<file path="config.mk">
export PLATFORM = sky130hd
export DESIGN_NAME = memory_access_unit
export DESIGN_NICKNAME = d
export VERILOG_FILES = /design/src/rtl/memory_access_unit.sv
export SDC_FILE = /design/constraint.sdc
export NUM_CORES = 1
export LEC_CHECK = 0
export BUFFER_PORTS_ARGS = -buffer_cell sky130_fd_sc_hd__buf_2
export CORE_ASPECT_RATIO = 1.5
export CORE_UTILIZATION = 50
export CTS_CLUSTER_SIZE = 24
export DETAILED_ROUTE_END_ITERATION = 8
export GPL_ROUTABILITY_DRIVEN = 0
export MAX_ROUTING_LAYER = met4
export PLACE_DENSITY = 0.81
export SYNTH_ARGS = -nofsm -noshare
export SYNTH_HDL_FRONTEND = slang
export SYNTH_SLANG_ARGS = --single-unit
</file>
<file path="constraint.sdc">
create_clock -name clk -period 10.5 [get_ports clk]
set_input_delay 3.15 -clock clk [delete_from_list [all_inputs] [get_ports clk]]
set_output_delay 3.15 -clock clk [all_outputs]
set_load 0.02 [all_outputs]
</file>
<file path="src/rtl/memory_access_unit.sv">
// memory_access_unit: load/store unit bridging the M stage to a word-wide ready/valid memory bus
// Ports: clk/rst (async active-high); ALU_outM_i byte address, WriteDataM_i store data,
// MemWriteM_i/ResultSrcM_i store/load request, ByteSelectM_i size, MemExtendM_i sign-extend;
// StallM_o pipeline hold, ReadDataM_o/ReadValidM_o load result, MisalignM_o, BusErrM_o timeout pulse;
// mem_req_o/mem_we_o/mem_addr_o/mem_wdata_o/mem_wstrb_o bus request, mem_ready_i/mem_rdata_i completion.
module memory_access_unit (
  input  logic        clk,
  input  logic        rst,
  input  logic [31:0] ALU_outM_i,
  input  logic [31:0] WriteDataM_i,
  input  logic        MemWriteM_i,
  input  logic        ResultSrcM_i,
  input  logic [1:0]  ByteSelectM_i,
  input  logic        MemExtendM_i,
  output logic        StallM_o,
  output logic [31:0] ReadDataM_o,
  output logic        ReadValidM_o,
  output logic        MisalignM_o,
  output logic        BusErrM_o,
  output logic        mem_req_o,
  output logic        mem_we_o,
  output logic [31:0] mem_addr_o,
  output logic [31:0] mem_wdata_o,
  output logic [3:0]  mem_wstrb_o,
  input  logic        mem_ready_i,
  input  logic [31:0] mem_rdata_i
);
  typedef enum logic [1:0] {IDLE, REQ, DONE} state_t;
  state_t      state_q, state_d;
  logic [31:0] addr_q, addr_d, wdata_q, wdata_d, rdata_q, rdata_d;
  logic [3:0]  wstrb_q, wstrb_d;
  logic [1:0]  off_q, off_d, size_q, size_d;
  logic [7:0]  wd_q, wd_d;
  logic        we_q, we_d, ext_q, ext_d, bus_err_q, bus_err_d;
  logic        access, misalign, issue, expire;
  logic [31:0] shifted, load_val, wdata_n;
  logic [3:0]  wstrb_n;
  always_comb begin
    access   = MemWriteM_i | ResultSrcM_i;
    misalign = (ByteSelectM_i == 2'b01 & ALU_outM_i[0]) | (ByteSelectM_i[1] & |ALU_outM_i[1:0]);
    issue    = state_q == IDLE & access & ~misalign;
    // watchdog sits at 254 during the 255th waiting cycle; ready in that cycle still wins
    expire   = state_q == REQ & ~mem_ready_i & wd_q == 8'd254;
    wstrb_n  = ByteSelectM_i == 2'b00 ? 4'b0001 << ALU_outM_i[1:0] :
               ByteSelectM_i == 2'b01 ? 4'b0011 << ALU_outM_i[1:0] : 4'b1111;
    wdata_n  = ByteSelectM_i == 2'b00 ? {4{WriteDataM_i[7:0]}} :
               ByteSelectM_i == 2'b01 ? {2{WriteDataM_i[15:0]}} : WriteDataM_i;
    shifted  = mem_rdata_i >> {off_q, 3'b000};
    load_val = size_q == 2'b00 ? {{24{ext_q & shifted[7]}}, shifted[7:0]} :
               size_q == 2'b01 ? {{16{ext_q & shifted[15]}}, shifted[15:0]} : shifted;
    state_d  = issue ? REQ :
               state_q == REQ & mem_ready_i ? DONE :
               expire | state_q == DONE ? IDLE : state_q;
    addr_d    = issue ? {ALU_outM_i[31:2], 2'b00} : addr_q;
    wdata_d   = issue ? wdata_n : wdata_q;
    wstrb_d   = issue ? wstrb_n : wstrb_q;
    we_d      = issue ? MemWriteM_i : we_q;
    off_d     = issue ? ALU_outM_i[1:0] : off_q;
    size_d    = issue ? ByteSelectM_i : size_q;
    ext_d     = issue ? MemExtendM_i : ext_q;
    wd_d      = issue ? 8'd0 : state_q == REQ & ~mem_ready_i ? wd_q + 8'd1 : wd_q;
    rdata_d   = state_q == REQ & mem_ready_i & ~we_q ? load_val : rdata_q;
    bus_err_d = expire;
  end
  always_ff @(posedge clk or posedge rst)
    if (rst) begin
      state_q   <= IDLE;
      addr_q    <= '0;
      wdata_q   <= '0;
      wstrb_q   <= '0;
      we_q      <= 1'b0;
      off_q     <= '0;
      size_q    <= '0;
      ext_q     <= 1'b0;
      wd_q      <= '0;
      rdata_q   <= '0;
      bus_err_q <= 1'b0;
    end else begin
      state_q   <= state_d;
      addr_q    <= addr_d;
      wdata_q   <= wdata_d;
      wstrb_q   <= wstrb_d;
      we_q      <= we_d;
      off_q     <= off_d;
      size_q    <= size_d;
      ext_q     <= ext_d;
      wd_q      <= wd_d;
      rdata_q   <= rdata_d;
      bus_err_q <= bus_err_d;
    end
  assign StallM_o     = issue | state_q == REQ;
  assign MisalignM_o  = state_q == IDLE & access & misalign;
  assign ReadValidM_o = state_q == DONE & ~we_q;
  assign ReadDataM_o  = rdata_q;
  assign BusErrM_o    = bus_err_q;
  assign mem_req_o    = state_q == REQ;
  assign mem_we_o     = we_q;
  assign mem_addr_o   = addr_q;
  assign mem_wdata_o  = wdata_q;
  assign mem_wstrb_o  = wstrb_q;
endmodule
</file>
==> results_tabular.tex <==
\begin{tabular}{lr}
\hline
Metric & Value \\
\hline
\multicolumn{2}{l}{\textbf{Synthesis}} \\
Library cell with the largest summed area after synthesis & dfrtp\_1 \\
Top cell type's share of synthesized area & 51.9\% \\
Post-synthesis sequential area ratio & 51.9\% \\
EDFF count, synth & 0 \\
FF+latch count, synth & 115 \\
Area of the mapped netlist & 0.00555 mm² \\
Most instantiated flip-flop cell in the synthesis netlist & dfrtp\_1 \\
Synthesized instance count & 513 \\
Number of distinct library cells after synthesis & 46 \\
Most numerous cell types in the synthesized netlist & dfrtp\_1 (115), nand2\_1 (59), nor2\_1 (45), o21ai\_0 (45), mux2i\_1 (42) \\
Synth warn & 0 \\
Leading cell type by number of instances after synthesis & dfrtp\_1 \\
Async set-or-reset flop fraction in the synthesized netlist & 100\% \\
Biggest area contributors in the synthesized netlist & dfrtp\_1 (52\%), mux2i\_1 (7.6\%), mux2\_1 (5.7\%) \\
Average instance area after synthesis & 10.8 µm² \\
\multicolumn{2}{l}{\textbf{Routing}} \\
Routed Antenna Nets & 0 \\
Average wire length per cell after detail routing & 16.4 µm \\
Initial DRC Count & 278 \\
Total wire length & 14.2 mm \\
Total DRC errors in the routed layout & 0 \\
Number of vias after detailed routing & 4654 \\
Routed vias/inst & 5.38 \\
First-pass DRT Iterations & 4 \\
\multicolumn{2}{l}{\textbf{Cells and area}} \\
Ratio of cells with drive above 1 in the final layout & 38.0\% \\
Final design utilization & 67.4\% \\
Layout area overhead & 30.1\% \\
Post-route cell area & 0.00722 mm² \\
Antenna fix cells & 0 \\
Net count reported at finish & 820 \\
\multicolumn{2}{l}{\textbf{Pwr}} \\
Total power per unit cell area & 321 mW/mm² \\
Worst supply voltage drop on vdd & 165 µV \\
Static power due to leakage & 3.61 nW \\
\multicolumn{2}{l}{\textbf{Global routing}} \\
Pin count of the biggest net entering global routing & 103 \\
Global-route wire length before repair & 21.9 mm \\
Antenna violations before repair & 0 \\
Global router's overall resource usage & 25.7\% \\
Remaining global-route overflow & 0 \\
Number of global-route vias before repair & 4682 \\
\multicolumn{2}{l}{\textbf{Placement}} \\
Cell area after placement & 0.00663 mm² \\
Half-perimeter wire length of the detailed placement result & 9.96 mm \\
Minimum setup slack after placement & 2970 ps \\
Port Buf Inserts & 207 \\
\multicolumn{2}{l}{\textbf{STA}} \\
Clock Skew & 5.97 ps \\
Number of endpoints failing setup at the final stage & 0 \\
Max Transition Viols Final & 0 \\
Setup repair after global routing missed its margin & false \\
Final sum of negative setup slack & 0 ps \\
Slew at the pin closest to its max-slew limit & 1160 ps \\
Slew margin rel. & 22.5\% \\
Fmax & 133 MHz \\
Minimum period implied by the final worst setup slack & 7530 ps \\
Endpoints failing hold & 0 \\
Share of the clock period used by the worst path after layout & 71.7\% \\
Slack of the critical path & 2970 ps \\
\multicolumn{2}{l}{\textbf{Clock tree}} \\
\# resized after CTS & 0 \\
TritonCTS clock tree & yes \\
Clock buffer count from CTS & 17 \\
Clock latency on the worst-skew pair & 400 ps \\
Clock edge transition at the registers on the reported setup and hold paths & 50 ps \\
H-tree depth & 4 \\
Root buffer cell & clkbuf\_16 \\
Maximum root-to-sink buffer count & 2 \\
Buffers inserted by post-CTS timing repair & 0 \\
Number of clock sinks & 115 \\
CTS hold repair buffers & 0 \\
\multicolumn{2}{l}{\textbf{Worst setup path}} \\
Crit-path max cell delay & 530 ps \\
Master of the slowest instance on the critical path & buf\_2 \\
Cell mode on critical path & buf\_2 \\
Buffers \& Inverters on Critical Path & 2 \\
Worst setup SP type & input pin \\
Type of element capturing the critical path & output pin \\
Sequence of cells on the critical path & buf\_2, nand2b\_1, o21ai\_0, nor2b\_1, buf\_2 \\
Cell family with most CP delay & buffers and inverters \\
Worst setup path category & in2out \\
Critical path data arrival time & 4380 ps \\
Critical Path RT & 7350 ps \\
Crit Path Max Fanout & 32 \\
\multicolumn{2}{l}{\textbf{Die}} \\
Die ar. & 0.0115 mm² \\
Die span in x & 88.0 µm \\
Number of top-level pins & 210 \\
Row cnt & 46 \\
Initial Utilization & 51.8\% \\
Placeable Area & 0.0107 mm² \\
Die span in y & 131 µm \\
\multicolumn{2}{l}{\textbf{Outcome}} \\
Outcome & completed \\
\multicolumn{2}{l}{\textbf{Worst hold path}} \\
Type of the tightest min-delay check & reg2reg \\
\multicolumn{2}{l}{\textbf{Flow run}} \\
Max-Cap Viols & 0 \\
\hline
\end{tabular}
==> kinds of logic (layout without fill, tap and decap cells) <==
family	after synthesis	count (layout)	synth area share [%]
buffers and inverters	42	249	3.88
and+or+nand+nor	144	144	12.2
DFF	115	115	51.9
adders and majority gates	6	6	1.35
muxes	91	91	17.7
xor gates and xnor gates	7	7	1.11
AOI/OAI and AO/OA	107	107	11.8
other	1	2	0.0676
==> flip-flops by register name (all words and copies together) (netlist names) <==
register     count
ReadDataM_o     32
mem_wdata_o     32
mem_addr_o      30
wd_q             8
mem_wstrb_o      4
off_q            2
size_q           2
state_q          2
BusErrM_o        1
ext_q            1
mem_we_o         1
==> cell usage in the layout, fill, tap and decap left out, drive strengths merged, types with 8 or more instances in the layout <==
cell / instances
buf: 212
clkbuf: 19
a21oi: 25
nor3: 8
o21ai: 47
mux2: 48
dfrtp: 115
mux2i: 42
nand2: 59
nor2: 47
==> per-stage QoR <==
| step | hold slack, ps | power [mW] | cells |
|---|---|---|---|
| after floorplan | 505 | 1.43 | 514 |
| after global placement | 459 | 1.71 | 835 |
| after detailed placement | 458 | 1.75 | 835 |
| after CTS | 471 | 2.33 | 865 |
| after global routing | 494 | 2.45 | 865 |
| final | 467 | 2.32 | 865 |
==> worst paths after layout <==
path	startpoint	end	slack [ps]	depth (start not counted)
min reg2reg	ReadDataM_o[7]	ReadDataM_o[7]	470	2
min	ReadDataM_o[7]	ReadDataM_o[7]	470	2
max	ByteSelectM_i[1]	MisalignM_o	2970	5
max in group asynchronous	rst	mem_wdata_o[29]	6370	3
max reg2reg	state_q[1]	ReadDataM_o[19]	7530	3
min in group asynchronous	rst	mem_addr_o[4]	2790	2
==> cell type report <==
type,instances,area (µm²)
repair buffers,212,1070
inverters,7,28.8
flip-flops and latches,115,2880
fillers,844,3490
multi-input cells,357,2470
clock buffers,19,453
clock inverters,11,136
well taps,144,180
==> where the power goes <==
group	switching (mW)	total [mW]	leakage [nW]	internal (mW)
clock network	0.194	0.574	0.294	0.380
registers	0.132	0.778	1.40	0.645
logic	0.603	0.967	1.91	0.364
==> per-layer routing <==
| metal | share of wire (%) | up-vias | track usage [%] |
|---|---|---|---|
| li1 | - | 2194 | - |
| met1 | 37 | 2230 | 28.3 |
| met2 | 54 | 194 | 43.5 |
| met3 | 5.9 | 36 | 5.78 |
| met4 | 3.3 | 0 | 12.6 |
| met5 | 0 | - | - |
==> worst register-to-register path, cell delays in order (launching register included) <==
cell and delay (ps):
dfrtp_1 500, nand4bb_1 1030, a31oi_2 1050, o22ai_1 220
Power figures use the tool's default switching activity.
